[src/rtl/dat_serializer.sv]
// dat_serializer: serializes N-bit words onto an M-line SD DAT bus, MSB nibble first, with start/stop framing.
// Per-line CRC16 (x^16+x^12+x^5+1) is appended when DAT_SERIALIZER_CRC16_EN is defined.
module dat_serializer #(
  parameter int N           = 32,
  parameter int M           = 4,
  parameter int BLOCK_WORDS = 128
) (
  input  logic         sd_clock,
  input  logic         reset,
  input  logic         start,
  input  logic [N-1:0] word_in,
  input  logic         word_valid,
  output logic         word_ready,
  output logic [M-1:0] serial,
  output logic         serial_oe,
  output logic         busy,
  output logic         block_done,
  output logic         underrun
);

  localparam int NIBS   = N / M;
  localparam int NIB_W  = (NIBS > 1) ? $clog2(NIBS) : 1;
  localparam int WORD_W = (BLOCK_WORDS > 1) ? $clog2(BLOCK_WORDS) : 1;
  localparam logic [NIB_W-1:0]  NIB_LAST  = NIB_W'(NIBS - 1);
  localparam logic [WORD_W-1:0] WORD_LAST = WORD_W'(BLOCK_WORDS - 1);

`ifdef DAT_SERIALIZER_CRC16_EN
  typedef enum logic [2:0] {S_IDLE, S_START, S_DATA, S_CRC, S_STOP} state_t;
`else
  typedef enum logic [2:0] {S_IDLE, S_START, S_DATA, S_STOP} state_t;
`endif

  state_t            state_q, state_d;
  logic [N-1:0]      shreg_q, shreg_d;
  logic [NIB_W-1:0]  nib_q, nib_d;
  logic [WORD_W-1:0] word_q, word_d;
  logic [M-1:0]      serial_q, serial_d;
  logic              active_q, active_d;
  logic              done_q, done_d;
  logic              urun_q, urun_d;
  logic              handshake;
`ifdef DAT_SERIALIZER_CRC16_EN
  logic [3:0]           crc_cnt_q, crc_cnt_d;
  logic [M-1:0][15:0]   crc_q, crc_d;
`endif

  always_comb begin
    word_ready = (state_q == S_START) ||
                 ((state_q == S_DATA) && (nib_q == NIB_LAST) && (word_q != WORD_LAST));
    handshake  = word_ready && word_valid;
  end

  always_comb begin
    state_d = state_q;
    shreg_d = shreg_q;
    nib_d   = nib_q;
    word_d  = word_q;
    done_d  = 1'b0;
    urun_d  = 1'b0;
`ifdef DAT_SERIALIZER_CRC16_EN
    crc_cnt_d = crc_cnt_q;
    crc_d     = crc_q;
`endif
    case (state_q)
      S_IDLE: begin
        if (start) begin
          state_d = S_START;
          nib_d   = '0;
          word_d  = '0;
`ifdef DAT_SERIALIZER_CRC16_EN
          crc_cnt_d = '0;
          crc_d     = '0;
`endif
        end
      end
      S_START: begin
        if (handshake) begin
          state_d = S_DATA;
          shreg_d = word_in;
        end else begin
          state_d = S_IDLE;
          urun_d  = 1'b1;
        end
      end
      S_DATA: begin
`ifdef DAT_SERIALIZER_CRC16_EN
        // line i carries bit i of the nibble currently on the bus
        for (int unsigned i = 0; i < M; i++) begin
          crc_d[i] = {crc_q[i][14:0], 1'b0} ^
                     ({16{crc_q[i][15] ^ shreg_q[N-M+i]}} & 16'h1021);
        end
`endif
        if (nib_q != NIB_LAST) begin
          nib_d   = nib_q + 1'b1;
          shreg_d = shreg_q << M;
        end else if (word_q == WORD_LAST) begin
`ifdef DAT_SERIALIZER_CRC16_EN
          state_d = S_CRC;
`else
          state_d = S_STOP;
`endif
        end else if (handshake) begin
          shreg_d = word_in;
          nib_d   = '0;
          word_d  = word_q + 1'b1;
        end else begin
          state_d = S_IDLE;
          urun_d  = 1'b1;
        end
      end
`ifdef DAT_SERIALIZER_CRC16_EN
      S_CRC: begin
        for (int unsigned i = 0; i < M; i++) begin
          crc_d[i] = {crc_q[i][14:0], 1'b0};
        end
        crc_cnt_d = crc_cnt_q + 1'b1;
        if (crc_cnt_q == 4'd15) state_d = S_STOP;
      end
`endif
      S_STOP: begin
        state_d = S_IDLE;
        done_d  = 1'b1;
      end
      default: state_d = S_IDLE;
    endcase
  end

  // Outputs are decoded from next-state values so the bus pins come straight from flops.
  always_comb begin
    active_d = (state_d != S_IDLE);
    serial_d = '1;
    case (state_d)
      S_START: serial_d = '0;
      S_DATA:  serial_d = shreg_d[N-1 -: M];
`ifdef DAT_SERIALIZER_CRC16_EN
      S_CRC: begin
        for (int unsigned i = 0; i < M; i++) serial_d[i] = crc_d[i][15];
      end
`endif
      default: serial_d = '1;
    endcase
  end

  always_ff @(posedge sd_clock or negedge reset) begin
    if (!reset) begin
      state_q  <= S_IDLE;
      shreg_q  <= '0;
      nib_q    <= '0;
      word_q   <= '0;
      serial_q <= '1;
      active_q <= 1'b0;
      done_q   <= 1'b0;
      urun_q   <= 1'b0;
`ifdef DAT_SERIALIZER_CRC16_EN
      crc_cnt_q <= '0;
      crc_q     <= '0;
`endif
    end else begin
      state_q  <= state_d;
      shreg_q  <= shreg_d;
      nib_q    <= nib_d;
      word_q   <= word_d;
      serial_q <= serial_d;
      active_q <= active_d;
      done_q   <= done_d;
      urun_q   <= urun_d;
`ifdef DAT_SERIALIZER_CRC16_EN
      crc_cnt_q <= crc_cnt_d;
      crc_q     <= crc_d;
`endif
    end
  end

  always_comb begin
    serial     = serial_q;
    serial_oe  = active_q;
    busy       = active_q;
    block_done = done_q;
    underrun   = urun_q;
  end

endmodule

[config.mk]
export PLATFORM = sky130hd
export DESIGN_NAME = dat_serializer
export DESIGN_NICKNAME = d
export VERILOG_FILES = /design/src/rtl/dat_serializer.sv
export SDC_FILE = /design/constraint.sdc
export NUM_CORES = 1
export LEC_CHECK = 0
export CAP_MARGIN = 25
export CELL_PAD_IN_SITES_DETAIL_PLACEMENT = 1
export CELL_PAD_IN_SITES_GLOBAL_PLACEMENT = 2
export CORE_MARGIN = 3
export CORE_UTILIZATION = 25
export CTS_CLUSTER_SIZE = 8
export DETAILED_ROUTE_END_ITERATION = 8
export GPL_TIMING_DRIVEN = 0
export PLACE_DENSITY = 0.67
export SLEW_MARGIN = 5
export SYNTH_ARGS = -nofsm -noshare
export SYNTH_HDL_FRONTEND = slang
export SYNTH_SLANG_ARGS = --single-unit
[constraint.sdc]
create_clock -name sd_clock -period 1.9 [get_ports sd_clock]
set_input_delay 0.38 -clock sd_clock [delete_from_list [all_inputs] [get_ports sd_clock]]
set_output_delay 0.38 -clock sd_clock [all_outputs]
set_load 0.05 [all_outputs]
# Word level (Yosys, flattened, before mapping)
# Index checks and enable logic that the tools add are counted.
# totals
wordCells	63
regBits	52
out_inout_bits	9
input_bits	36
# op_classes
mux	26
addsub	2
n_eq_ne	15
reduce_logical	11
# ops
cell	count
$mux 32	3
$pmux 32 s2	1
$mux 7	4
$mux 3	8
$pmux 7 s2	1
$eq 3x2->1 const B	3
$pmux 3 s3	1
$ne 2x2->1 const B	4
$pmux 4 s2	1
$add 7x1->7 const B	1
$eq 7x7->1 const B	1
$ne 7x7->1 const B	1
$eq 3x1->1 const B	2
$ne 3x3->1 const B	2
$pmux 3 s2	1
$reduce_and 5->1	1
$mux 1	4
$reduce_and 4->1	1
$reduce_bool 2->1	2
$add 3x1->3 const B	1
$eq 3x3->1 const B	1
$logic_and 1x1->1	3
$logic_not 3->1	1
$ne 3x2->1 const B	1
other kinds (5)	5

# Logic depth before layout (Yosys ltp)
# depth
ltp_word	11
mapped_depth	7
mapped_depth_nobuf	6

# Least setup slack after synthesis
# No wires, ideal clock.
# synth_timing
path_kind	flip-flop to output port
start	register nib_q[0]
end	output port word_ready
t_arrival_ns	2.000
required_ns	1.520
slack_ns	-0.480
stages_incl_launch_ff	7
path_buffers	0
path_cell_list	dfrtp_1 ha_1 ha_1 inv_1 a211oi_1 nor2_1 nor2_1
# synth_via
elab_chain_len	4
# synth_lines
item	line_no	source
start: declaration	35	logic [NIB_W-1:0] nib_q, nib_d;
start signal: assignment	161	nib_q <= nib_d;
$eq 3x3->1	49	((state_q == S_DATA) && (nib_q == NIB_LAST) && (word_q != WORD_LAST));
$logic_and 1x1->1 (2 in series)	49	
$logic_or 1x1->1	48	word_ready = (state_q == S_START) ||
end: declaration	13	output logic word_ready,
# Every way passes these cells.

# Worst setup path in the final report
# layout_timing
start	register nib_q[1]
end	register shreg_q[27]
# layout_via
elab_chain_len	9
word_cells_on_any_way	12
cone_classes	eq/ne (3); mux (4); reduce/logical (5)
# layout_lines
item	line_no	source
$eq 3x3->1	49	
$logic_and 1x1->1 (2 in series)	49	
$logic_or 1x1->1	48	
$logic_and 1x1->1	50	handshake = word_ready && word_valid;
$mux 32 (2 in series)	--	
$mux 32	93	if (nib_q != NIB_LAST) begin
$pmux 32 s2	64	case (state_q)
end signal: assignment	160	shreg_q <= shreg_d;
end: declaration	34	logic [N-1:0] shreg_q, shreg_d;
# Several ways; a longest one is shown, not always the timed one. The select of a mux whose other input is x is not followed.
# A chain may end at the register's enable or synchronous reset.

==> run summary <==
Fin cells: 382
Post-route setup slack: -0.153 ns
Clk root buf: clkbuf_8
Metal1 wirelength: 2.90 mm
CTS max path bufs: 2
Highest cell delay on the worst timing path: 0.40 ns
Crit path DAT: 2.24 ns
Synthesis Warnings: 0
Status: complete, but fails checks
Met2 wire length: 3.10 mm
Clock buffer count from CTS: 5
Gr usage total: 0.122
Filler Cells Inserted: 962
Netlist cell types: 44
Post-DP Area: 2880 sq um
Clk slew on worst S/H paths: 0.09 ns
Final #Nets: 312
DP Wirelength: 4.25 mm
IO buf count: 44
Crit start category: flip-flop
Slew HR: 0.663
Kind of critical path: flip-flop to flip-flop
Peak VDD IR: 0.000290 V
Async set-reset flop share out of synthesis: 1.00
Drt via density: 4.95
Worst-Margin Slew: 0.504 ns
H-tree depth: 2
Hold_sp: word_valid
Vias: 1892
Fin crit period: 2.05 ns
Final core occ: 0.384
RePlAce Congestion: 0.725
Post-Syn Instances: 195
Global-route wire length before repair: 9.85 mm
Clock Sink Count: 48
Drt drc: 0
Vias in the first global route: 1947
Placed Instances: 348
Cell Chain, Critical Path: ha_2 > ha_4 > buf_4 > nor4b_4 > o21bai_4 > a21oi_4 > buf_6 > a221o_1
Failing checks: negative setup slack
Most frequent cells in the layout: dfrtp_1, clkdlybuf4s50_1, and2_1
1st-iter DRT viols: 74
R2r setup slk: -0.15 ns
Num rows: 34
Drt pass-1 iters: 4
Max-slew violation count: 0
Final setup vio count: 25
Worst skew pair latency: 0.30 ns
Die H: 101 um
WL final: 6.29 mm
WL met3: 230 um
Fraction of layout cells with a size suffix above 1: 0.266
Seq/Total Area, Yosys: 0.534
Cell area after layout: 3370 sq um
Min-Delay Endpoint: underrun
Worst R2R End: shreg_q[27]
Area of the multi-input gates: 1080 sq um
Core region area: 8760 sq um
Synth Area per Inst: 11.6 sq um
Final Hold Violating Endpoints: 0
Largest net degree at the start of global routing: 34
#FFs+latches synth: 48
Power density cells: 788 nW/um^2
Synthesized Nets: 234
Skew final: 0.00913 ns
FF/Latch Area: 1210 sq um
Initial Util: 0.258
Hold/Removal Path Class: input port to flip-flop
FF-to-FF Start: nib_q[1]
Crit Path Max Fanout: 6
Initial antenna violation count: 0
Max Used Layer: met4
Most common cell after layout, fill and taps aside: dfrtp_1
Hold path depth: 2
Max cap viols: 0
Fin crit share: 1.08
Pre-CTS setup slack: -0.821 ns
WL per Instance: 16.5 um
Top_reg_cell synth: dfrtp_1
Total power: 2.66 mW
Post-synth EDFFs: 0
Chip width: 101 um
Area delta synth->final: 49.1%
Synth Cell Area: 2260 sq um
FF-to-FF path depth: 8
IO Pins: 45
CTS tree: yes
Critical path capture point type: flip-flop
CP max-delay cell: dfrtp_1
Ant diodes: 0
Worst path buffer plus inverter count: 2
Unrepaired setup endpoints after global routing: true
Leakage: 1.44 nW
Total gr overflow: 0
Largest delay contributor family on the critical path: compound AO/OA/AOI/OAI gates
Crit. path cell count: 8
Routed Antenna Nets: 0
WP data required: 2.08 ns
Fmax: 487 MHz
Die Area: 10200 sq um
## state kept, by name, summed over array words and instances, names as in the netlist
name / count
shreg_q: 28
busy: 1
underrun: 1
block_done: 1
state_q: 3
nib_q: 3
serial: 4
word_q: 7
## layer usage
layer  GRT usage  up-vias
met2       0.193       38
met5           0        -
met4      0.0307        0
li1            -      884
met1       0.172      963
met3      0.0215        7
## Yosys cell counts (all sizes together), types with 2 or more instances
cell type  instances  area, sq um
nand4              2         12.5
and2b              2         17.5
inv                6         22.5
a211o              4         35.0
a221o             24          240
ha                 3         37.5
a21oi              5         28.8
dfstp              4          105
nor2               6         22.5
mux2i              3         30.0
nor3               4         20.0
o211ai             5         51.3
nand3              2         10.0
and2              30          188
nand2             10         37.5
buf                8         48.8
a211oi             2         15.0
o21ai              6         41.3
dfrtp             44         1100
clkbuf             3         11.3
a2bb2oi            4         35.0
## metrics by stage
| step | setup TNS, ns | hold WS (ns) |
|---|---|---|
| 2_1_floorplan | 0 | 0.0844 |
| 3_3_place_gp | -62.61 | 0.466 |
| 3_5_place_dp | -12.64 | 0.327 |
| 4_1_cts | -0.132 | 0.507 |
| 5_1_grt | -6.41 | 0.517 |
| 6_report | -3.39 | 0.507 |
## kinds of logic after synthesis
family / count (synthesis) / synth area share
flops: 48 / 0.534
simple gates: 65 / 0.171
compound gates: 58 / 0.228
fa+ha+maj: 3 / 0.0166
mux: 3 / 0.0133
other cells: 1 / 0.00166
buf+inv: 17 / 0.0365
## report_power, final
| part | internal [mW] | total [mW] | switching (mW) |
|---|---|---|---|
| logic | 0.331 | 0.560 | 0.229 |
| clock network | 0.391 | 0.745 | 0.353 |
| registers | 1.24 | 1.35 | 0.113 |
## how the worst max path moves through the flow
stage                     startpoint     endpoint  slack [ns]
after detailed placement   word_q[0]   word_ready       -0.82
after CTS                   nib_q[1]   word_ready       -0.13
after global placement         reset   state_q[2]       -1.09
after global routing        nib_q[1]  shreg_q[27]       -0.25
final                       nib_q[1]  shreg_q[27]       -0.15
after floorplan            word_q[0]   word_ready       0.006
## area by class of cell
cell class | instances | area share
inverters | 6 | 0.00668
clock buffers | 6 | 0.0215
flip-flops and latches | 48 | 0.359
multi-input cells | 130 | 0.320
clock inverters | 2 | 0.0104
well taps | 108 | 0.0401
repair buffers | 72 | 0.214
plain buffers | 10 | 0.0290
## what timing repair did
action                                  CTS  global route
endpoints found under the hold margin     3             0
gates resized for setup                  33            22
gates cloned                              0             3
pin swaps                                 3             6
endpoints found under the setup margin   35            30
setup buffers                            13            11
hold buffers                              1             0
Power figures use the tool's default switching activity.
